### src/rtl/npu_tile_loader.sv
// npu_tile_loader: fetches one NxN tile of signed activations from a
// synchronous-read image memory, holds it on `tile`, starts the systolic
// array, waits for a fresh `sa_done` rising level and reports `tile_done`.
module npu_tile_loader #(
   parameter int N     = 10,
   parameter int DW    = 16,
   parameter int AW    = 16,
   parameter int IMG_W = 64
) (
   input  logic                          clk,
   input  logic                          rst,
   input  logic                          req,
   input  logic [AW-1:0]                 base_addr,
   output logic                          busy,
   output logic                          mem_rd_en,
   output logic [AW-1:0]                 mem_addr,
   input  logic [DW-1:0]                 mem_rd_data,
   output logic [N-1:0][N-1:0][DW-1:0]   tile,
   output logic                          sa_start,
   input  logic                          sa_done,
   output logic                          tile_done
);

   localparam int CW = (N > 1) ? $clog2(N) : 1;

   typedef enum logic [2:0] {
      S_IDLE,
      S_FETCH,
      S_DRAIN,
      S_START,
      S_WAIT_SA,
      S_FINISH
   } state_t;

   state_t          state_reg;
   state_t          state_next;

   logic [AW-1:0]   base_reg;
   logic [AW-1:0]   row_base_reg;
   logic [CW-1:0]   r_reg;
   logic [CW-1:0]   c_reg;
   logic [CW-1:0]   wr_r_reg;
   logic [CW-1:0]   wr_c_reg;
   logic            wr_valid_reg;
   logic            done_seen_low_reg;
   logic            last_read;

   assign last_read = (r_reg == CW'(N-1)) && (c_reg == CW'(N-1));

   // State register
   always_ff @(posedge clk or posedge rst) begin
      if (rst) begin
         state_reg <= S_IDLE;
      end else begin
         state_reg <= state_next;
      end
   end

   // Next-state logic; a done level only counts after it has been seen low
   always_comb begin
      state_next = state_reg;
      case (state_reg)
         S_IDLE:    if (req) state_next = S_FETCH;
         S_FETCH:   if (last_read) state_next = S_DRAIN;
         S_DRAIN:   state_next = S_START;
         S_START:   state_next = S_WAIT_SA;
         S_WAIT_SA: if (sa_done && done_seen_low_reg) state_next = S_FINISH;
         S_FINISH:  state_next = S_IDLE;
         default:   state_next = S_IDLE;
      endcase
   end

   // Outputs decoded from the current state
   always_comb begin
      busy      = (state_reg != S_IDLE);
      mem_rd_en = (state_reg == S_FETCH);
      mem_addr  = '0;
      if (state_reg == S_FETCH) begin
         mem_addr = base_reg + row_base_reg + AW'(c_reg);
      end
      sa_start  = (state_reg == S_START);
      tile_done = (state_reg == S_FINISH);
   end

   // Base latch and row/column walk; row offset grows by the stride on each row wrap
   always_ff @(posedge clk or posedge rst) begin
      if (rst) begin
         base_reg     <= '0;
         row_base_reg <= '0;
         r_reg        <= '0;
         c_reg        <= '0;
      end else begin
         if (state_reg == S_IDLE) begin
            if (req) begin
               base_reg     <= base_addr;
               row_base_reg <= '0;
               r_reg        <= '0;
               c_reg        <= '0;
            end
         end else if (state_reg == S_FETCH) begin
            if (c_reg == CW'(N-1)) begin
               c_reg        <= '0;
               r_reg        <= r_reg + 1'b1;
               row_base_reg <= row_base_reg + AW'(IMG_W);
            end else begin
               c_reg <= c_reg + 1'b1;
            end
         end
      end
   end

   // Delay the tile index by one cycle to line up with the memory read latency
   always_ff @(posedge clk or posedge rst) begin
      if (rst) begin
         wr_valid_reg <= 1'b0;
         wr_r_reg     <= '0;
         wr_c_reg     <= '0;
      end else begin
         wr_valid_reg <= (state_reg == S_FETCH);
         wr_r_reg     <= r_reg;
         wr_c_reg     <= c_reg;
      end
   end

   // Tile storage: returned word written bit-exact; untouched elements keep old values
   always_ff @(posedge clk or posedge rst) begin
      if (rst) begin
         tile <= '0;
      end else if (wr_valid_reg) begin
         tile[wr_r_reg][wr_c_reg] <= mem_rd_data;
      end
   end

   // Track that sa_done has been low since this run's start pulse
   always_ff @(posedge clk or posedge rst) begin
      if (rst) begin
         done_seen_low_reg <= 1'b0;
      end else if (state_reg == S_START) begin
         done_seen_low_reg <= 1'b0;
      end else if ((state_reg == S_WAIT_SA) && !sa_done) begin
         done_seen_low_reg <= 1'b1;
      end
   end

endmodule

### config.mk
export PLATFORM = sky130hd
export DESIGN_NAME = npu_tile_loader
export DESIGN_NICKNAME = d
export VERILOG_FILES = /design/src/rtl/npu_tile_loader.sv
export SDC_FILE = /design/constraint.sdc
export NUM_CORES = 2
export LEC_CHECK = 0
export BUFFER_PORTS_ARGS = -buffer_cell sky130_fd_sc_hd__buf_2
export CORE_AREA = 2 2 645 647
export DETAILED_ROUTE_END_ITERATION = 16
export DIE_AREA = 0 0 647 649
export GPL_TIMING_DRIVEN = 0
export HOLD_SLACK_MARGIN = 0.15
export PLACE_DENSITY = 0.31
export SETUP_SLACK_MARGIN = 0.15
export SLEW_MARGIN = 30
export SYNTH_ARGS = -nofsm -noshare
export SYNTH_HDL_FRONTEND = slang
export SYNTH_SLANG_ARGS = --single-unit
### constraint.sdc
create_clock -name clk -period 86.4 [get_ports clk]
set_input_delay 4.32 -clock clk [delete_from_list [all_inputs] [get_ports clk]]
set_output_delay 4.32 -clock clk [all_outputs]
set_load 0.02 [all_outputs]
### Word-level counts from Yosys, hierarchy flattened

Cells that the tools add are included.

| operators by class | value |
|---|---|
| add/subtract/negate cells | 5 |
| $lt $le $gt $ge | 4 |
| equality and inequality tests | 10 |
| mux-type cells | 23 |
| reduce and logical (&&, ||, !) cells | 15 |

Operators with widths:

| cell | count |
|---|---|
| $bwmux W1600 | 1 |
| $demux W160 S4 | 1 |
| $mux W160 | 1 |
| $mux W16 | 6 |
| $demux W16 S4 | 1 |
| $mux W4 | 7 |
| $add A16 B16 Y16 | 1 |
| $add A16 B4 Y16 | 1 |
| $add A16 B7 Y16 const B | 1 |
| $pmux W3 S5 | 1 |
| $lt A4 B5 Y1 const B | 2 |
| $mux W3 | 3 |
| $add A4 B1 Y4 const B | 2 |
| $eq A4 B4 Y1 const B | 2 |
| $ge A4 B1 Y1 const B | 2 |
| $eq A3 B2 Y1 const B | 2 |
| $eq A3 B3 Y1 const B | 2 |
| $reduce_and A3 Y1 | 2 |
| $reduce_bool A2 Y1 | 3 |
| $logic_and A1 B1 Y1 | 5 |
| $ne A2 B2 Y1 const B | 2 |
| $reduce_and A2 Y1 | 2 |
| $eq A3 B1 Y1 const B | 1 |
| $logic_not A3 Y1 | 1 |
| 4 further kinds | 5 |

| storage, ports and cells | value |
|---|---|
| register bits | 1653 |
| input port bits | 36 |
| output and inout port bits | 1620 |
| word-level logic and storage cells | 166 |

### Logic depth before layout (Yosys ltp)

| depth | value |
|---|---|
| depth in word-level cells | 7 |
| gate-level depth with buffers | 9 |
| gate-level depth less buffers | 8 |

### Least setup slack after synthesis

OpenSTA, ideal clock, no wires.

| timing | value |
|---|---|
| path type | register -> output |
| from | register c_reg[1] |
| to | output port mem_addr[15] |
| arrival time | 2330 ps |
| data required time | 82080 ps |
| setup slack | 79750 ps |
| stages on the path, launching flop included | 9 |
| path buffers | 0 |
| cell sequence | dfrtp_1 ha_1 ha_1 fa_1 nand3_1 a211oi_1 nor3_1 or3_1 a21oi_1 |

| on the way | value |
|---|---|
| word-level cells in the longest chain between the ends | 2 |

Ends and longest elaborated chain:

| element | line | text |
|---|---|---|
| start: declaration | 41 | `logic [CW-1:0] c_reg;` |
| start signal: assignment | 106 | `c_reg <= c_reg + 1'b1;` |
| $add A16 B4 Y16 | 79 | `mem_addr = base_reg + row_base_reg + AW'(c_reg);` |
| $mux W16 | 78 | `if (state_reg == S_FETCH) begin` |
| end: declaration | 16 | `output logic [AW-1:0] mem_addr,` |

No other way between the ends.

### Worst setup path after layout

Ends and elaborated chain as after synthesis.

==> impl_metrics.csv <==
group,metric,value,unit
hold_path,whs_path_depth,0,
cells_and_area,largest_reg_flops,1600,
placed_design,pre_cts_slack,78.83,ns
clock_tree,post_cts_resize_count,0,
cells_and_area,nets,5925,
global_route,grt_pass1_vias,44100,
setup_path,cp.required,82.08,ns
setup_path,cp_cell_sequence,"ha_1, ha_1, fa_1, nand3_1, a211oi_1, nor3_1, or3_1, a21oi_1, buf_2",
detailed_routing,wl_per_cell,28.8,µm
clock_tree,clk_path_buf_depth,4,
global_route,grt_pass1_wl,436000,µm
yosys,synthCells,3947,
floorplan,rows,236,
setup_path,crit_fanout,6,
setup_path,cp.arrival,3.67,ns
setup_path,r2r_cells,7,
setup_path,cp_slowest_cell,"dfrtp_1",
yosys,synth_edf_count,0,
yosys,seq_area_frac_synth,65.3,%
placed_design,post-dp-hpwl,262000,µm
run_status,outcome,"complete, no violations",
clock_tree,htreeDepth,4,
cells_and_area,areaGrowthSynthToFinish,37.7,%
clock_tree,cts_tree,"done",
clock_tree,root_buffer,"clkbuf_16",
floorplan,dieArea,420000,µm²
detailed_routing,drc,0,
yosys,synth-adder-area-share,0.626,%
run,cap_violations,0,
timing,rsz0062_at_grt,"false",
setup_path,max_stage_delay,0.49,ns
yosys,synthSimpleGateAreaFrac,2.63,%
yosys,synthesis.area,63100,µm²
floorplan,die_width,647,µm
yosys,synthArstFlopShare,100,%
clock_tree,cts_post_setup_buffers_inserted,0,
detailed_routing,avgViaCountPerCell,3.64,
timing,timing.fmax,0.125,GHz
clock_tree,cts_made_buffers,213,
yosys,ys_warn_count,0,
timing,hold_viol_final,0,
detailed_routing,wl,332000,µm
setup_path,start_kind,"flop",
cells_and_area,multiInputGateArea,20600,µm²
yosys,synth_top_area_share,65.3,%
detailed_routing,antenna_left,0,
detailed_routing,dr.pass1.iters,5,
detailed_routing,first_iter_violations,1824,
timing,finalCritPeriodShare,9.25,%
yosys,synth.area.top_cells,"dfrtp_1, mux2_2, clkbuf_1",
yosys,synth_compound_area_share,0.486,%
floorplan,coreArea,413000,µm²
detailed_routing,vias,42000,
clock_tree,clock_latency,0.91,ns
placed_design,gp_congestion,0.777,
floorplan,start_util,15.3,%
placed_design,portBuffers,1639,
clock_tree,path_clk_slew,0.06,ns
timing,whs,0.420,ns
power,ir_drop,0.0180,mV
yosys,avgSynthCellArea,16.0,µm²
yosys,synth-main-ff-cell,"dfrtp_1",
yosys,synth_cell_type_count,57,
timing,finClkSkew,0.0522,ns
yosys,synthXorXnorAreaFrac,0.236,%
cells_and_area,drive_gt1_share,64.1,%
yosys,synth-seq-cells,1647,
timing,finalWorstSetupSlack,78.41,ns
global_route,antenna_found_initial,52,
yosys,syn_nets,4014,
hold_path,hp-class,"reg -> reg",
timing,fin_crit,7.99,ns
power,p_per_area,39.8,nW/µm²
timing,slew_viol_final,0,
cells_and_area,seq_area,41200,µm²
yosys,synth_top_family_by_area,"multiplexers",
global_route,track_usage,15.4,%
setup_path,path_class,"reg -> out",
timing,slew_headroom,30.0,%
setup_path,cp_common_cell,"ha_1",
timing,tns,0,ns
floorplan,io_pins,1656,
clock_tree,cts_sinks,1647,
yosys,synth_top_area_cell,"dfrtp_1",
timing,setup_violations,0,
floorplan,die_height,649,µm
power,p_leak,0.0411,µW
clock_tree,ctsHoldBuffers,0,
yosys,yosys-mux-area-fraction,28.6,%
global_route,gr-total-overflow,0,
setup_path,cp-end-kind,"primary output",
timing,tightest_slew,1.05,ns
cells_and_area,fillCellCount,44500,
global_route,grt_max_degree,86,
==> area by class of cell <==
type	instances	share of cell area (%)
clock buffers	325	7.36
inverters	11	0.0561
well taps	5474	7.88
flip-flops and latches	1647	47.4
clock inverters	57	0.888
diodes	39	0.112
repair buffers	1696	11.0
plain buffers	299	1.61
multi-input cells	1990	23.7
==> layout by cell type (no fill, tap or decap), types with 22 or more instances in the layout <==
cell type  count
clkbuf_2      24
diode_2       39
buf_4         29
nand2_2       25
nor2_1        29
clkbuf_1     196
buf_2       1740
mux2_2      1595
ha_1          30
clkinv_2      23
nor2_2        24
nor2_4        22
clkbuf_16    217
dfrtp_1     1647
clkbuf_8      56
nand2_1      105
buf_16        31
buf_12        26
==> stage by stage <==
stage / util, % / cell area, µm² / power (µW) / instances
floorplan: - / 63100 / 1930 / 3947
finish: 21.1 / 86900 / 3460 / 11500
detailed placement: 19.3 / 79600 / 2580 / 11100
CTS: 21.0 / 86800 / 3540 / 11500
global placement: 19.0 / 78200 / 2580 / 11100
global route: 21.0 / 86800 / 3640 / 11500
==> logic make-up (layout without fill, tap and decap cells) <==
family	count (synthesis)	after routing
multiplexers	1601	1601
buffers and inverters	310	2388
XOR/XNOR	17	17
AO/OA/AOI/OAI	50	50
AND/OR/NAND/NOR	291	291
adder cells (fa/ha/maj)	31	31
flip-flops	1647	1647
other	0	39
==> worst max-delay path, delay by kind of cell, from the launching register on <==
| kind | cells | cell delay, ns |
|---|---|---|
| flip-flops | 1 | 0.49 |
| adder cells (fa/ha/maj) | 3 | 0.75 |
| buffers and inverters | 1 | 0.22 |
| AND/OR/NAND/NOR | 3 | 0.65 |
| AO/OA/AOI/OAI | 2 | 0.64 |
==> power by group <==
group          internal (µW)  switching (µW)
combinational            451             875
clock                    551             376
sequential              1060             145
total                   2060            1400
==> synth_stat cells (2+ instances only) <==
cell type  count
dfrtp_1     1647
mux2_2      1595
clkbuf_1     167
nand2_1      106
buf_2         85
ha_1          30
nor2_1        29
buf_4         27
nor2_2        27
nand2_2       24
nor2_4        19
buf_1         18
nand3_1       16
o21ai_0       16
a21oi_1       15
nor3_1        14
inv_1         11
xor2_1         9
xnor2_1        8
nand2b_1       7
or3_1          7
nand2_4        6
and2_1         5
mux2_1         5
nand4_1        4
nor3_4         4
a211oi_1       3
and3_1         3
nand3b_1       3
nor2b_1        3
nor3b_1        3
o21a_1         3
a21o_1         2
and2b_1        2
o21bai_1       2
==> metal layers <==
metal | global-route usage, % | share of wire, %
met1 | 17.9 | 40
met2 | 26.6 | 49
met3 | 4.54 | 7.2
met4 | 5.41 | 4.0
met5 | 0 | 0.020
==> final timing paths <==
kind | from | slack (ns) | end
max | c_reg[1] | 78.41 | mem_addr[15]
min | r_reg[3] | 0.42 | wr_r_reg[3]
max reg2reg | wr_r_reg[2] | 82.98 | tile[926]
min reg2reg | r_reg[3] | 0.42 | wr_r_reg[3]
max in group asynchronous | rst | 79.95 | tile[397]
min in group asynchronous | rst | 3.53 | tile[1212]
No activity file was read; power rests on OpenSTA's default activity.
